--- config.mk ---
export PLATFORM = sky130hd
export DESIGN_NAME = watch_edit_ctrl
export DESIGN_NICKNAME = d
export VERILOG_FILES = /design/src/rtl/watch_pkg.sv /design/src/rtl/btn_repeat.sv /design/src/rtl/watch_edit_ctrl.sv
export SDC_FILE = /design/constraint.sdc
export NUM_CORES = 1
export LEC_CHECK = 0
export CAP_MARGIN = 30
export CORE_MARGIN = 1.5
export CORE_UTILIZATION = 45
export DETAILED_ROUTE_END_ITERATION = 10
export GPL_ROUTABILITY_DRIVEN = 0
export PLACE_DENSITY = 0.62
export SLEW_MARGIN = 20
export SYNTH_ARGS = -nofsm -noshare
export SYNTH_HDL_FRONTEND = slang
export SYNTH_SLANG_ARGS = --single-unit
export TNS_END_PERCENT = 10
--- constraint.sdc ---
create_clock -name clk -period 4.79 [get_ports clk]
set_input_delay 0.7185 -clock clk [delete_from_list [all_inputs] [get_ports clk]]
set_output_delay 0.7185 -clock clk [all_outputs]
set_load 0.05 [all_outputs]
--- src/rtl/watch_pkg.sv ---
// Shared encodings for the watch edit controller: mode FSM, repeat FSM, and a sizing helper.
package watch_pkg;

  typedef enum logic {
    RUN  = 1'b0,
    EDIT = 1'b1
  } mode_t;

  typedef enum logic [1:0] {
    R_IDLE  = 2'd0,
    R_DELAY = 2'd1,
    R_RPT   = 2'd2
  } rpt_state_t;

  function automatic int unsigned max_u(input int unsigned a, input int unsigned b);
    return (a > b) ? a : b;
  endfunction

endpackage

--- src/rtl/btn_repeat.sv ---
// Auto-repeat generator for one held button: pulse on press, again after RPT_DELAY,
// then every RPT_PERIOD cycles while held and not blocked.
module btn_repeat
  import watch_pkg::*;
#(
  parameter int unsigned RPT_DELAY  = 50_000_000,
  parameter int unsigned RPT_PERIOD = 10_000_000
) (
  input  logic clk,
  input  logic reset,
  input  logic level,
  input  logic block,
  output logic fire_c,
  output logic pulse
);

  localparam int unsigned RW = $clog2(max_u(RPT_DELAY, RPT_PERIOD) + 1);
  localparam logic [RW-1:0] DELAY_LOAD  = RW'(RPT_DELAY - 1);
  localparam logic [RW-1:0] PERIOD_LOAD = RW'(RPT_PERIOD - 1);

  rpt_state_t    state_q, state_d;
  logic [RW-1:0] cnt_q, cnt_d;
  logic          prev_q;

  // prev_q resets high so a level held through reset needs a fresh press.
  always_ff @(posedge clk or posedge reset) begin
    if (reset) begin
      state_q <= R_IDLE;
      cnt_q   <= '0;
      prev_q  <= 1'b1;
      pulse   <= 1'b0;
    end else begin
      state_q <= state_d;
      cnt_q   <= cnt_d;
      prev_q  <= level;
      pulse   <= fire_c;
    end
  end

  always_comb begin
    state_d = state_q;
    cnt_d   = cnt_q;
    fire_c  = 1'b0;
    if (!level || block) begin
      state_d = R_IDLE;
      cnt_d   = '0;
    end else begin
      case (state_q)
        R_IDLE: begin
          if (!prev_q) begin
            fire_c  = 1'b1;
            state_d = R_DELAY;
            cnt_d   = DELAY_LOAD;
          end
        end
        R_DELAY, R_RPT: begin
          if (cnt_q == '0) begin
            fire_c  = 1'b1;
            state_d = R_RPT;
            cnt_d   = PERIOD_LOAD;
          end else begin
            cnt_d = cnt_q - RW'(1);
          end
        end
        default: begin
          state_d = R_IDLE;
          cnt_d   = '0;
        end
      endcase
    end
  end

endmodule

--- src/rtl/watch_edit_ctrl.sv ---
// Watch setting controller: RUN/EDIT mode, field cursor, inc/dec auto-repeat,
// edit timeout, activity stretch and cursor blink.
module watch_edit_ctrl
  import watch_pkg::*;
#(
  parameter int unsigned NUM_FIELDS = 4,
  parameter int unsigned STRETCH    = 10_000_000,
  parameter int unsigned RPT_DELAY  = 50_000_000,
  parameter int unsigned RPT_PERIOD = 10_000_000,
  parameter int unsigned TIMEOUT    = 1_000_000_000,
  parameter int unsigned BLINK_HALF = 25_000_000,
  localparam int unsigned CW        = $clog2(NUM_FIELDS)
) (
  input  logic          clk,
  input  logic          reset,
  input  logic          btn_edit_p,
  input  logic          btn_move_p,
  input  logic          btn_back_p,
  input  logic          btn_reset_p,
  input  logic          btn_up,
  input  logic          btn_down,
  output logic          edit_mode,
  output logic [CW-1:0] cursor,
  output logic          inc_pulse,
  output logic          dec_pulse,
  output logic          reset_pulse,
  output logic          edit_activity,
  output logic          blink
);

  localparam int unsigned TW = $clog2(TIMEOUT + 1);
  localparam int unsigned AW = $clog2(STRETCH + 1);
  localparam int unsigned BW = $clog2(BLINK_HALF + 1);
  localparam logic [CW-1:0] LAST_FIELD   = CW'(NUM_FIELDS - 1);
  localparam logic [TW-1:0] TIMEOUT_LOAD = TW'(TIMEOUT);
  localparam logic [AW-1:0] STRETCH_LOAD = AW'(STRETCH);
  localparam logic [BW-1:0] BLINK_LOAD   = BW'(BLINK_HALF - 1);

  mode_t         mode_q, mode_d;
  logic [CW-1:0] cursor_q, cursor_d;
  logic          rstp_q, rstp_d;
  logic [TW-1:0] tcnt_q, tcnt_d;
  logic [AW-1:0] acnt_q, acnt_d;
  logic          act_q, act_d;
  logic [BW-1:0] bcnt_q, bcnt_d;
  logic          blink_q, blink_d;

  logic in_edit, rpt_block, up_fire, dn_fire, any_in, nav_event;

  assign in_edit   = (mode_q == EDIT);
  // Repeat engines only run in EDIT, never on the edit-toggle cycle, and not while both keys are held.
  assign rpt_block = !in_edit || btn_edit_p || (btn_up && btn_down);
  assign any_in    = btn_edit_p || btn_move_p || btn_back_p || btn_reset_p || btn_up || btn_down;
  assign nav_event = btn_move_p || btn_back_p || btn_reset_p || up_fire || dn_fire;

  btn_repeat #(.RPT_DELAY(RPT_DELAY), .RPT_PERIOD(RPT_PERIOD)) u_up (
    .clk(clk), .reset(reset), .level(btn_up), .block(rpt_block),
    .fire_c(up_fire), .pulse(inc_pulse)
  );

  btn_repeat #(.RPT_DELAY(RPT_DELAY), .RPT_PERIOD(RPT_PERIOD)) u_dn (
    .clk(clk), .reset(reset), .level(btn_down), .block(rpt_block),
    .fire_c(dn_fire), .pulse(dec_pulse)
  );

  always_ff @(posedge clk or posedge reset) begin
    if (reset) begin
      mode_q   <= RUN;
      cursor_q <= '0;
      rstp_q   <= 1'b0;
      tcnt_q   <= '0;
      acnt_q   <= '0;
      act_q    <= 1'b0;
      bcnt_q   <= '0;
      blink_q  <= 1'b0;
    end else begin
      mode_q   <= mode_d;
      cursor_q <= cursor_d;
      rstp_q   <= rstp_d;
      tcnt_q   <= tcnt_d;
      acnt_q   <= acnt_d;
      act_q    <= act_d;
      bcnt_q   <= bcnt_d;
      blink_q  <= blink_d;
    end
  end

  always_comb begin
    mode_d   = mode_q;
    cursor_d = cursor_q;
    rstp_d   = 1'b0;
    tcnt_d   = tcnt_q;
    acnt_d   = acnt_q;
    bcnt_d   = bcnt_q;
    blink_d  = blink_q;

    if (btn_edit_p) begin
      if (in_edit) begin
        mode_d  = RUN;
        tcnt_d  = '0;
        bcnt_d  = '0;
        blink_d = 1'b0;
      end else begin
        mode_d   = EDIT;
        cursor_d = '0;
        tcnt_d   = TIMEOUT_LOAD;
        bcnt_d   = BLINK_LOAD;
        blink_d  = 1'b1;
      end
    end else if (in_edit) begin
      if (btn_move_p && !btn_back_p) begin
        cursor_d = (cursor_q == LAST_FIELD) ? '0 : cursor_q + CW'(1);
      end else if (btn_back_p && !btn_move_p) begin
        cursor_d = (cursor_q == '0) ? LAST_FIELD : cursor_q - CW'(1);
      end
      rstp_d = btn_reset_p;

      if (bcnt_q == '0) begin
        blink_d = !blink_q;
        bcnt_d  = BLINK_LOAD;
      end else begin
        bcnt_d = bcnt_q - BW'(1);
      end

      // Idle countdown: leaving EDIT on the cycle it would reach zero.
      if (nav_event) begin
        tcnt_d = TIMEOUT_LOAD;
      end else if (tcnt_q <= TW'(1)) begin
        mode_d  = RUN;
        tcnt_d  = '0;
        bcnt_d  = '0;
        blink_d = 1'b0;
      end else begin
        tcnt_d = tcnt_q - TW'(1);
      end
    end

    if (any_in) begin
      acnt_d = STRETCH_LOAD;
    end else if (acnt_q != '0) begin
      acnt_d = acnt_q - AW'(1);
    end
    act_d = any_in || (acnt_d != '0);
  end

  assign edit_mode     = (mode_q == EDIT);
  assign cursor        = cursor_q;
  assign reset_pulse   = rstp_q;
  assign edit_activity = act_q;
  assign blink         = blink_q;

endmodule

Word-level counts from Yosys, hierarchy flattened
Cells that the tools add are included.
{ "totals": {"register_bits": 145, "input_bits": 8, "output_inout_bits": 8, "elab_cells": 128} }
{ "op_classes": {"add_sub_neg": 7, "order_cmp": 1, "n_eq_ne": 10, "mux": 56, "reduce_logical": 38} }
{ "ops": {"columns": ["cell", "count"], "rows": [
  ["26-bit 2-to-1 mux", 6],
  ["25-bit 2-to-1 mux", 6],
  ["30-bit 2-to-1 mux", 5],
  ["26-bit one-hot mux with 2 select lines", 2],
  ["26-bit logical NOT", 2],
  ["26-bit by 1-bit subtractor with 26-bit output (second input constant)", 2],
  ["24-bit 2-to-1 mux", 2],
  ["24-bit nonzero test", 2],
  ["30-bit by 1-bit less-or-equal comparator with 1-bit output (second input constant)", 1],
  ["30-bit by 1-bit subtractor with 30-bit output (second input constant)", 1],
  ["2-bit 2-to-1 mux", 13],
  ["25-bit logical NOT", 1],
  ["25-bit by 1-bit subtractor with 25-bit output (second input constant)", 1],
  ["24-bit by 1-bit subtractor with 24-bit output (second input constant)", 1],
  ["1-bit 2-to-1 mux", 18],
  ["1-bit logical OR", 14],
  ["2-bit one-hot mux with 2 select lines", 2],
  ["2-bit == test (second input constant)", 3],
  ["1-bit logical NOT", 6],
  ["2-bit logical NOT", 3],
  ["3-bit by 1-bit != test with 1-bit output (second input constant)", 2],
  ["3-bit != test (second input constant)", 2],
  ["2-bit by 1-bit == test with 1-bit output (second input constant)", 2],
  ["1-bit one-hot mux with 2 select lines", 2],
  ["9 further kinds", 13]
]} }

Depth between registers and ports, before layout
Gate-level depths: netlist of the first run.
{ "depth": {"ltp_word": 10, "ltp_mapped": 11, "mapped_depth_nobuf": 9} }

Cells and area by module
Synthesis of the first run repeated with hierarchy kept, for this count alone.
{ "unflattened": {"cells_unflattened": 990, "hier_area_um2": 8659.6} }
{ "modules_own_cells": {"columns": ["mod", "n_inst", "cells_each", "area_each_um2", "seq_area_each_um2"], "rows": [
  ["watch_edit_ctrl", 1, 582, 4943.5, 2127.0],
  ["btn_repeat", 2, 204, 1858.0, 752.0]
]} }

Least setup slack after synthesis of the first run
OpenSTA, ideal clock, no wires.
{ "synth_path": {"kind": "flip-flop to flip-flop", "start": "reg mode_q (netlist: edit_mode)", "end": "reg bcnt_q[9]", "setup_time_ps": 87, "t_arrival_ps": 2713, "required_time_ps": 4703, "setup_slack_ps": 1990, "path_stages_with_launch": 10, "n_path_buf": 2, "period_less_slack_ps": 2800, "cell_sequence": "dfrtp_1 clkbuf_1 nand4bb_1 clkbuf_1 or3_1 nor4_2 a2111oi_4 nand3b_4 or4_1 o211ai_1"} }
{ "synth_between": {"elab_chain_cells": 10, "word_cells_on_any_way": 13} }
{ "synth_rtl": {"columns": ["element", "line", "text"], "rows": [
  ["start: declaration", "watch_edit_ctrl.sv:39", "mode_t mode_q, mode_d;"],
  ["start signal: assignment", "watch_edit_ctrl.sv:77", "mode_q <= mode_d;"],
  ["1-bit logical NOT", "watch_edit_ctrl.sv:52", "assign rpt_block = !in_edit || btn_edit_p || (btn_up && btn_down);"],
  ["1-bit logical OR (2 in a row)", "watch_edit_ctrl.sv:52", null],
  ["1-bit logical OR", "btn_repeat.sv:44", "if (!level || block) begin"],
  ["1-bit 2-to-1 mux", "btn_repeat.sv:44", null],
  ["1-bit logical OR (2 in a row)", "watch_edit_ctrl.sv:54", "assign nav_event = btn_move_p || btn_back_p || btn_reset_p || up_fire || dn_fire;"],
  ["25-bit 2-to-1 mux", "watch_edit_ctrl.sv:126", "if (nav_event) begin"],
  ["25-bit 2-to-1 mux", "watch_edit_ctrl.sv:110", "end else if (in_edit) begin"],
  ["25-bit 2-to-1 mux", "watch_edit_ctrl.sv:97", "if (btn_edit_p) begin"],
  ["end signal: assignment", "watch_edit_ctrl.sv:83", "bcnt_q <= bcnt_d;"],
  ["end: declaration", "watch_edit_ctrl.sv:45", "logic [BW-1:0] bcnt_q, bcnt_d;"]
]} }
Several ways; a longest one is shown, not always the timed one. The select of a mux whose other input is x is not followed.
A chain may end at the register's enable or synchronous reset.

Worst setup path in the final report of the first run
{ "layout_path": {"start": "in btn_edit_p", "end": "reg tcnt_q[16]"} }
{ "layout_between": {"elab_chain_cells": 9, "word_cells_on_any_way": 12} }
{ "layout_rtl": {"columns": ["element", "line", "text"], "rows": [
  ["start: declaration", "watch_edit_ctrl.sv:16", "input logic btn_edit_p,"],
  ["1-bit logical OR (2 in a row)", "watch_edit_ctrl.sv:52", null],
  ["1-bit logical OR", "btn_repeat.sv:44", null],
  ["1-bit 2-to-1 mux", "btn_repeat.sv:44", null],
  ["1-bit logical OR (2 in a row)", "watch_edit_ctrl.sv:54", null],
  ["30-bit 2-to-1 mux", "watch_edit_ctrl.sv:126", null],
  ["30-bit 2-to-1 mux", "watch_edit_ctrl.sv:110", null],
  ["30-bit 2-to-1 mux", "watch_edit_ctrl.sv:97", null],
  ["end signal: assignment", "watch_edit_ctrl.sv:80", "tcnt_q <= tcnt_d;"],
  ["end: declaration", "watch_edit_ctrl.sv:42", "logic [TW-1:0] tcnt_q, tcnt_d;"]
]} }
Several ways; a longest one is shown, not always the timed one. The select of a mux whose other input is x is not followed.

==> impl_metrics.yaml, run 1 <==
run:
  drv_cap: 0
final_layout:
  synthToLayoutAreaGrowth_pct: 12.9
  nNetsFinal: 1011
  drive_gt1_share_pct: 7.21
  antenna_cells: 0
  final_cell_mix: "143 x dfrtp_1, 101 x nor2_1, 96 x nand2_1, 92 x o21ai_0, 62 x a21oi_1"
  final_common_cell: "dfrtp_1"
  n_fill_cell: 1662
floorplan:
  fp.dieH_um: 140
  io_pins: 16
  die-area_um2: 19500
  core_um2: 18100
  die_x_um: 140
  start_util_pct: 46.3
  num_rows: 49
worst_hold_path:
  hold_depth: 2
  hold_class: "reg -> reg"
synth:
  yosys.area.top_type: "dfrtp_1"
  synth_cell_types: 67
  ys_ff_latch: 145
  ys_warn_count: 0
  synth-seq-area-share_pct: 43.2
  synth.avg_cell_area_um2: 8.60
  synth_enable_flop_cells: 0
  synth.top_cell.area_share_pct: 42.6
  syn_area_um2: 8400
  synth_area_leaders: "dfrtp_1 43%, o21ai_0 5.5%, nor2_1 4.5%, nand2_1 4.3%, a21oi_1 3.7%"
  synth_ff_type: "dfrtp_1"
  syn-num-nets: 1002
  synthCells: 977
  postSynth.asyncResetShare_pct: 100
pwr:
  p_per_area_nw_per_um2: 446
  cellLeakagePower_nw: 4.09
  vdd_drop_max_mv: 0.306
timing:
  slew_headroom_pct: 47.6
  slew_violations: 0
  max_freq_mhz: 300
  setup_violations: 0
  hold_viol: 0
  period_share_pct: 69.5
  rsz0062_at_grt: "no"
  fin_skew_ns: 0.0144
  min_period_ns: 3.33
  tns_ns: 0
  fin_ws_ns: 1.46
  tightestPinTransition_ns: 0.783
global_routing:
  track_usage_pct: 22.0
  first_global_vias: 6822
  grt_start_max_net_pins: 99
  overflow: 0
  grt_pass1_wl_mm: 34.7
  antenna_found_initial: 0
placed_design:
  portBuffers: 15
  dp_hpwl_mm: 13.4
  place_worst_setup_slack_ns: 1.05
clock_tree:
  tritoncts: "yes"
  cts-root-buf: "clkbuf_16"
  ctsResizeCount: 0
  insertion_delay_ns: 0.43
  cts_sinks: 145
  cts_buffer_depth: 2
  cts-hold-fix-buffers: 0
  cts_buffers: 17
  clk_pin_slew_ns: 0.06
  cts_setup_buffers: 0
  htree_levels: 4
detailed_routing:
  wirelength_mm: 20.4
  via_per_inst: 5.98
  drtIter0Drc: 553
  drt-pass1-iter-count: 8
  drcViolationCount: 0
  ant_nets: 0
  wl_per_cell_um: 16.6
  dr_total_vias: 7341
worst_setup_path:
  cp.required_ns: 5.13
  cp_data_arrival_time_ns: 3.67
  reg2reg_depth: 7
  crit_path_start_kind: "primary input"
  cp-end-kind: "flip-flop"
  crit_fanout: 17
  critPathKind: "in -> reg"
outcome:
  status: "complete, no violations"
==> metal layers <==
layer / GRT usage (%) / part of all wire, % / vias up
met5: 0 / 0 / -
met4: 6.81 / 1.3 / 0
met3: 3.89 / 4.2 / 13
met2: 33.3 / 46 / 165
met1: 32.0 / 49 / 3559
li1: - / - / 3604
==> registers in the layout (all words and copies together), names as in the netlist <==
register and count:
edit_activity 1, u_up.pulse 1, u_up.state_q 2, bcnt_q 25
blink 1, u_dn.prev_q 1, cursor 2, u_up.prev_q 1
edit_mode 1, u_dn.cnt_q 26, u_dn.state_q 2, u_dn.pulse 1
acnt_q 24, tcnt_q 30, u_up.cnt_q 26, reset_pulse 1
==> worst paths after layout <==
kind	end	from	slack (ns)
worst max-delay path	tcnt_q[16]	btn_edit_p	1.46
max in group asynchronous	u_up.cnt_q[6]	reset	3.14
min in group asynchronous	acnt_q[10]	reset	0.65
worst min-delay path	u_dn.cnt_q[19]	u_dn.cnt_q[19]	0.49
worst max register to register	tcnt_q[21]	u_dn.cnt_q[11]	1.47
worst min register to register	u_dn.cnt_q[19]	u_dn.cnt_q[19]	0.49
==> layout make-up <==
class / count / area (um2) / area share (%)
well taps: 229 / 287 / 3.02
flip-flops and latches: 145 / 3630 / 38.3
clock buffers: 19 / 453 / 4.78
inverters: 35 / 136 / 1.44
repair buffers: 34 / 313 / 3.30
multi-input cells: 753 / 4450 / 47.0
clock inverters: 13 / 206 / 2.18
==> stage by stage <==
stage          hold slack (ns)  instance area (um2)  total power [mW]  utilization (%)  instances
4_1_cts                  0.495                 9450              4.25             52.0       1226
3_5_place_dp             0.484                 8790              2.73             48.4       1194
6_report                 0.494                 9480              4.23             52.2       1228
3_3_place_gp             0.474                 8790              2.72             48.4       1194
5_1_grt                  0.523                 9480              4.48             52.2       1228
2_1_floorplan            0.455                 8400              2.43                -        977
==> worst max-delay path, cell delays in order <==
cell             delay, ns
clkdlybuf4s50_1       0.57
nand4bb_1             0.30
or3_1                 0.48
nand2_1               0.20
or4_1                 0.87
or3_1                 0.45
o21ai_0               0.08
==> cells by family after synthesis <==
logic type / Yosys count / synth area share (%)
simple gates: 443 / 27.2
compound gates: 257 / 19.4
flops: 145 / 43.2
buf+inv: 79 / 3.81
xor+xnor: 29 / 3.02
fa+ha+maj: 17 / 2.53
mux: 7 / 0.864
==> Yosys cell counts (3+ instances only) <==
cell and n:
dfrtp_1 143, nor2_1 101, nand2_1 96, o21ai_0 92
a21oi_1 62, nor3_1 50, nand3_1 44, clkbuf_1 37
nor4_1 37, inv_1 35, or3_1 30, or4_1 18
ha_1 17, xnor2_1 17, o211ai_1 16, a21o_1 14
nand2b_1 14, xor2_1 12, o31ai_1 10, o211a_1 9
o311ai_0 9, nor3b_1 8, a211oi_1 7, a311oi_1 6
nand4_1 6, or2_2 6, and2_1 5, mux2i_1 5
nor2b_1 5, and3_1 4, o22ai_1 4, a31oi_1 3
nor4b_1 3, o21a_1 3
==> where the power goes <==
part,switching (mW),internal [mW]
registers,0.171,1.37
logic,0.731,0.454
clock network,0.549,0.953
Note: power is estimated with default switching activity, not from simulation.
==> inputs of run 2 (changes only) <==
PLACE_DENSITY = 0.6   (was 0.62)
clock period = 3.25 ns   (was 4.79 ns; I/O delays follow)
==> impl_metrics.yaml, run 2 (synthesis results as in run 1) <==
timing:
  setup_violations: 0
  rsz0062_at_grt: "no"
  fin_ws_ns: 0.238
  min_period_ns: 3.01
  slew_headroom_pct: 49.5
  max_freq_mhz: 332
  fin_skew_ns: 0.0128
  period_share_pct: 92.7
  hold_viol: 0
  slew_violations: 0
  tns_ns: 0
  tightestPinTransition_ns: 0.750
worst_setup_path:
  worst_r2r_endpoint: "bcnt_q[9]"
  crit_path_start_kind: "flip-flop"
  path_common_cell: "or4_1"
  max_stage_delay_ns: 0.55
  path_cells: "or4_1, or3_1, nor4_4, a2111oi_4, nand3b_4, or4_1, o211ai_1"
  critPathKind: "reg -> reg"
  cp-end-kind: "flip-flop"
  crit_buf_inv: 0
  crit_slowest_cell: "or4_1"
  r2r-start: "u_dn.cnt_q[11]"
  cp.required_ns: 3.59
  reg2reg_slack_ns: 0.24
  cp_data_arrival_time_ns: 3.36
  cp_top_family: "simple AND/OR/NAND/NOR gates"
  reg2reg_depth: 7
  crit_fanout: 11
global_routing:
  overflow: 0
  first_global_vias: 6652
  grt_start_max_net_pins: 112
  antenna_found_initial: 0
  track_usage_pct: 21.4
  grt_pass1_wl_mm: 34.0
detailed_routing:
  drt-pass1-iter-count: 8
  drt-met1-wl_mm: 10.4
  drtIter0Drc: 520
  drcViolationCount: 1
  dr_wl_met2_mm: 8.91
  via_per_inst: 5.80
  wirelength_mm: 20.0
  routed.top_layer: "met4"
  ant_nets: 0
  dr_total_vias: 7276
  wl_per_cell_um: 16.0
  wl_met3_um: 533
clock_tree:
  clk_pin_slew_ns: 0.06
  htree_levels: 4
  cts_buffers: 17
  tritoncts: "yes"
  cts-root-buf: "clkbuf_16"
  ctsResizeCount: 0
  cts_buffer_depth: 2
  insertion_delay_ns: 0.43
  cts_setup_buffers: 0
  cts-hold-fix-buffers: 0
  cts_sinks: 145
floorplan:
  num_rows: 49
  start_util_pct: 46.3
  fp.dieH_um: 140
  core_um2: 18100
  die-area_um2: 19500
  die_x_um: 140
  io_pins: 16
final_layout:
  n_fill_cell: 1698
  antenna_cells: 0
  area.sequential_um2: 3630
  largest_registers: "tcnt_q: 30 flops, u_dn.cnt_q: 26 flops, u_up.cnt_q: 26 flops"
  largest_register_ffs: 30
  nNetsFinal: 1039
  regMostFlops: "tcnt_q"
  final_common_cell: "dfrtp_1"
  multi_input_area_um2: 4450
  drive_gt1_share_pct: 9.26
  final_cell_mix: "143 x dfrtp_1, 101 x nor2_1, 96 x nand2_1, 92 x o21ai_0, 62 x a21oi_1"
  synthToLayoutAreaGrowth_pct: 14.4
pwr:
  vdd_drop_max_mv: 0.386
  cellLeakagePower_nw: 4.19
  p_per_area_nw_per_um2: 627
outcome:
  violations: "design-rule violations"
  status: "finished with violations"
run:
  drv_cap: 0
placed_design:
  place_worst_setup_slack_ns: 0.136
  dp_hpwl_mm: 13.6
  portBuffers: 15
worst_hold_path:
  hold_class: "in -> async"
run 2: cell type report:
| class | instances | area share [%] |
|---|---|---|
| Clock buffer | 26 | 5.30 |
| Clock inverter | 5 | 0.781 |
| Inverter | 35 | 1.41 |
| Multi-Input combinational cell | 753 | 46.4 |
| Sequential cell | 145 | 37.8 |
| Tap cell | 229 | 2.98 |
| Timing Repair Buffer | 62 | 5.37 |
run 2: worst max-delay path by stage:
stage	to	slack [ns]	from	depth (start not counted)
floorplan	bcnt_q[9]	0.45	edit_mode	9
global placement	tcnt_q[22]	0.02	btn_edit_p	9
detailed placement	tcnt_q[12]	0.14	btn_edit_p	10
CTS	bcnt_q[9]	0.24	u_dn.cnt_q[11]	7
global route	bcnt_q[4]	0.09	u_dn.cnt_q[11]	9
finish	bcnt_q[9]	0.24	u_dn.cnt_q[11]	7
run 2: metal layers:
layer / vias up / track usage (%)
met2: 94 / 32.3
met5: - / 0
met1: 3493 / 31.6
li1: 3675 / -
met4: 0 / 5.48
met3: 14 / 4.23
run 2: worst reg2reg max path, delay by kind of cell, from the launching register on:
kind / cells / cell delay, ns
simple gates: 5 / 2.26
compound gates: 2 / 0.24
flops: 1 / 0.42
run 2: metrics by stage:
| step | area [um2] | std cells | hold WS (ns) | utilization, % | power, mW |
|---|---|---|---|---|---|
| floorplan | 8400 | 977 | 0.455 | - | 3.58 |
| global placement | 9010 | 1223 | 0.474 | 49.7 | 4.06 |
| detailed placement | 9020 | 1224 | 0.480 | 49.7 | 4.07 |
| CTS | 9610 | 1255 | 0.370 | 52.9 | 6.06 |
| global route | 9610 | 1255 | 0.378 | 52.9 | 6.40 |
| finish | 9610 | 1255 | 0.370 | 52.9 | 6.03 |
run 2: report_power, final:
part           internal (mW)  total [mW]  switching [mW]  leakage, nW
Sequential              2.02        2.27           0.250         1.87
Clock                   1.23        1.98           0.753        0.290
Combinational          0.703        1.77            1.07         2.03
Total                   3.95        6.03            2.07         4.19
==> inputs of run 3 (changes only) <==
PLACE_DENSITY = unset   (was 0.6)
PLACE_DENSITY_LB_ADDON = 0.15   (was unset)
==> impl_metrics.yaml, run 3 (synthesis results as in run 1) <==
timing:
  fin_ws_ns: 0.286
  tightestPinTransition_ns: 0.825
  hold_viol: 0
  tns_ns: 0
  slew_violations: 0
  max_freq_mhz: 337
  setup_violations: 0
  min_period_ns: 2.96
  holdWs_ns: 0.494
  slew_headroom_pct: 45.0
  fin_skew_ns: 0.0114
  rsz0062_at_grt: "no"
  period_share_pct: 91.2
clock_tree:
  tritoncts: "yes"
  clk_pin_slew_ns: 0.06
  cts-hold-fix-buffers: 0
  ctsResizeCount: 0
  cts_setup_buffers: 0
  cts_sinks: 145
  cts_buffer_depth: 2
  cts-root-buf: "clkbuf_16"
  insertion_delay_ns: 0.43
  htree_levels: 4
  cts_buffers: 17
final_layout:
  final_common_cell: "dfrtp_1"
  regMostFlops: "tcnt_q"
  fin_cells: 1255
  fin_area_um2: 9620
  final_cell_mix: "143 x dfrtp_1, 101 x nor2_1, 96 x nand2_1, 92 x o21ai_0, 62 x a21oi_1"
  antenna_cells: 0
  largest_registers: "tcnt_q: 30 flops, u_dn.cnt_q: 26 flops, u_up.cnt_q: 26 flops"
  synthToLayoutAreaGrowth_pct: 14.5
  n_fill_cell: 1691
  drive_gt1_share_pct: 9.55
  nNetsFinal: 1038
  largest_register_ffs: 30
worst_setup_path:
  path_common_cell: "or4_1"
  crit_slowest_cell: "or4_1"
  crit_fanout: 8
  cp-end-kind: "flip-flop"
  critPathKind: "reg -> reg"
  cp.required_ns: 3.51
  max_stage_delay_ns: 0.66
  cp_data_arrival_time_ns: 3.23
  crit_path_start_kind: "flip-flop"
  path_cells: "or4_1, or3_1, or4_1, nand2_1, a21oi_1, o21ai_0, o311ai_0"
pwr:
  p_per_area_nw_per_um2: 632
  cellLeakagePower_nw: 4.20
  vdd_drop_max_mv: 0.402
worst_hold_path:
  hold_class: "reg -> reg"
global_routing:
  grt_pass1_wl_mm: 35.2
  grt_start_max_net_pins: 146
  first_global_vias: 7072
  antenna_found_initial: 0
  overflow: 0
  track_usage_pct: 22.1
outcome:
  status: "complete, no violations"
detailed_routing:
  drt-pass1-iter-count: 5
  wirelength_mm: 20.5
  via_per_inst: 5.87
  wl_per_cell_um: 16.3
  drtIter0Drc: 471
  ant_nets: 0
  dr_total_vias: 7362
  drcViolationCount: 0
run:
  drv_cap: 0
floorplan:
  num_rows: 49
  die_x_um: 140
  start_util_pct: 46.3
  io_pins: 16
  fp.dieH_um: 140
  die-area_um2: 19500
  core_um2: 18100
placed_design:
  place_worst_setup_slack_ns: 0.143
  placed_area_um2: 9000
  portBuffers: 15
  dp_hpwl_mm: 13.7
  dp_cells: 1222
==> run 3: changes by cell type in the layout (fill, tap and decap cells not counted), sizes merged <==
| cell | previous run | this run |
|---|---|---|
| clkinvlp | 1 | 3 |
| bufinv | 2 | 3 |
| clkbuf | 26 | 21 |
| clkinv | 3 | 6 |
| buf | 47 | 46 |
==> run 3: worst max-delay path, delay by kind of cell, from the launching register on <==
| family | cells | cell delay, ns |
|---|---|---|
| simple gates | 4 | 1.97 |
| flops | 1 | 0.41 |
| compound gates | 3 | 0.41 |
==> run 3: per-stage QoR <==
stage / total power [mW] / util, %
finish: 6.08 / 53.0
detailed placement: 4.08 / 49.6
global route: 6.48 / 53.0
floorplan: 3.58 / -
global placement: 4.06 / 49.6
CTS: 6.14 / 53.0
==> run 3: final timing paths <==
path,end,slack [ns],cells past startpoint,startpoint
worst max-delay path,u_dn.cnt_q[13],0.29,7,u_dn.cnt_q[11]
min in group asynchronous,acnt_q[12],0.60,3,reset
worst min-delay path,u_dn.cnt_q[19],0.49,2,u_dn.cnt_q[19]
worst max register to register,u_dn.cnt_q[13],0.29,7,u_dn.cnt_q[11]
max in group asynchronous,u_up.cnt_q[14],2.01,3,reset
worst min register to register,u_dn.cnt_q[19],0.49,2,u_dn.cnt_q[19]
==> run 3: power by group <==
part           internal (mW)  switching, mW  total [mW]
Sequential              2.02          0.253        2.28
Clock                   1.26          0.753        2.01
Combinational          0.709           1.08        1.79
==> run 3: per-layer routing <==
metal / wire, um / share of wire (%) / vias up / GRT usage (%)
met4: 311 / 1.5 / 0 / 6.81
met5: 0 / 0 / - / 0
li1: - / - / 3669 / -
met2: 9230 / 45 / 110 / 34.4
met1: 10300 / 50 / 3560 / 31.3
met3: 633 / 3.1 / 23 / 3.89
==> run 3: layout make-up <==
class                      count  area (um2)  share of cell area, %
multi-input combinational    753        4450                   46.3
sequential                   145        3630                   37.8
timing repair buffer          61         505                   5.26
clock buffer                  21         470                   4.89
tap                          229         287                   2.98
clock inverter                11         135                   1.40
inverter                      35         135                   1.40
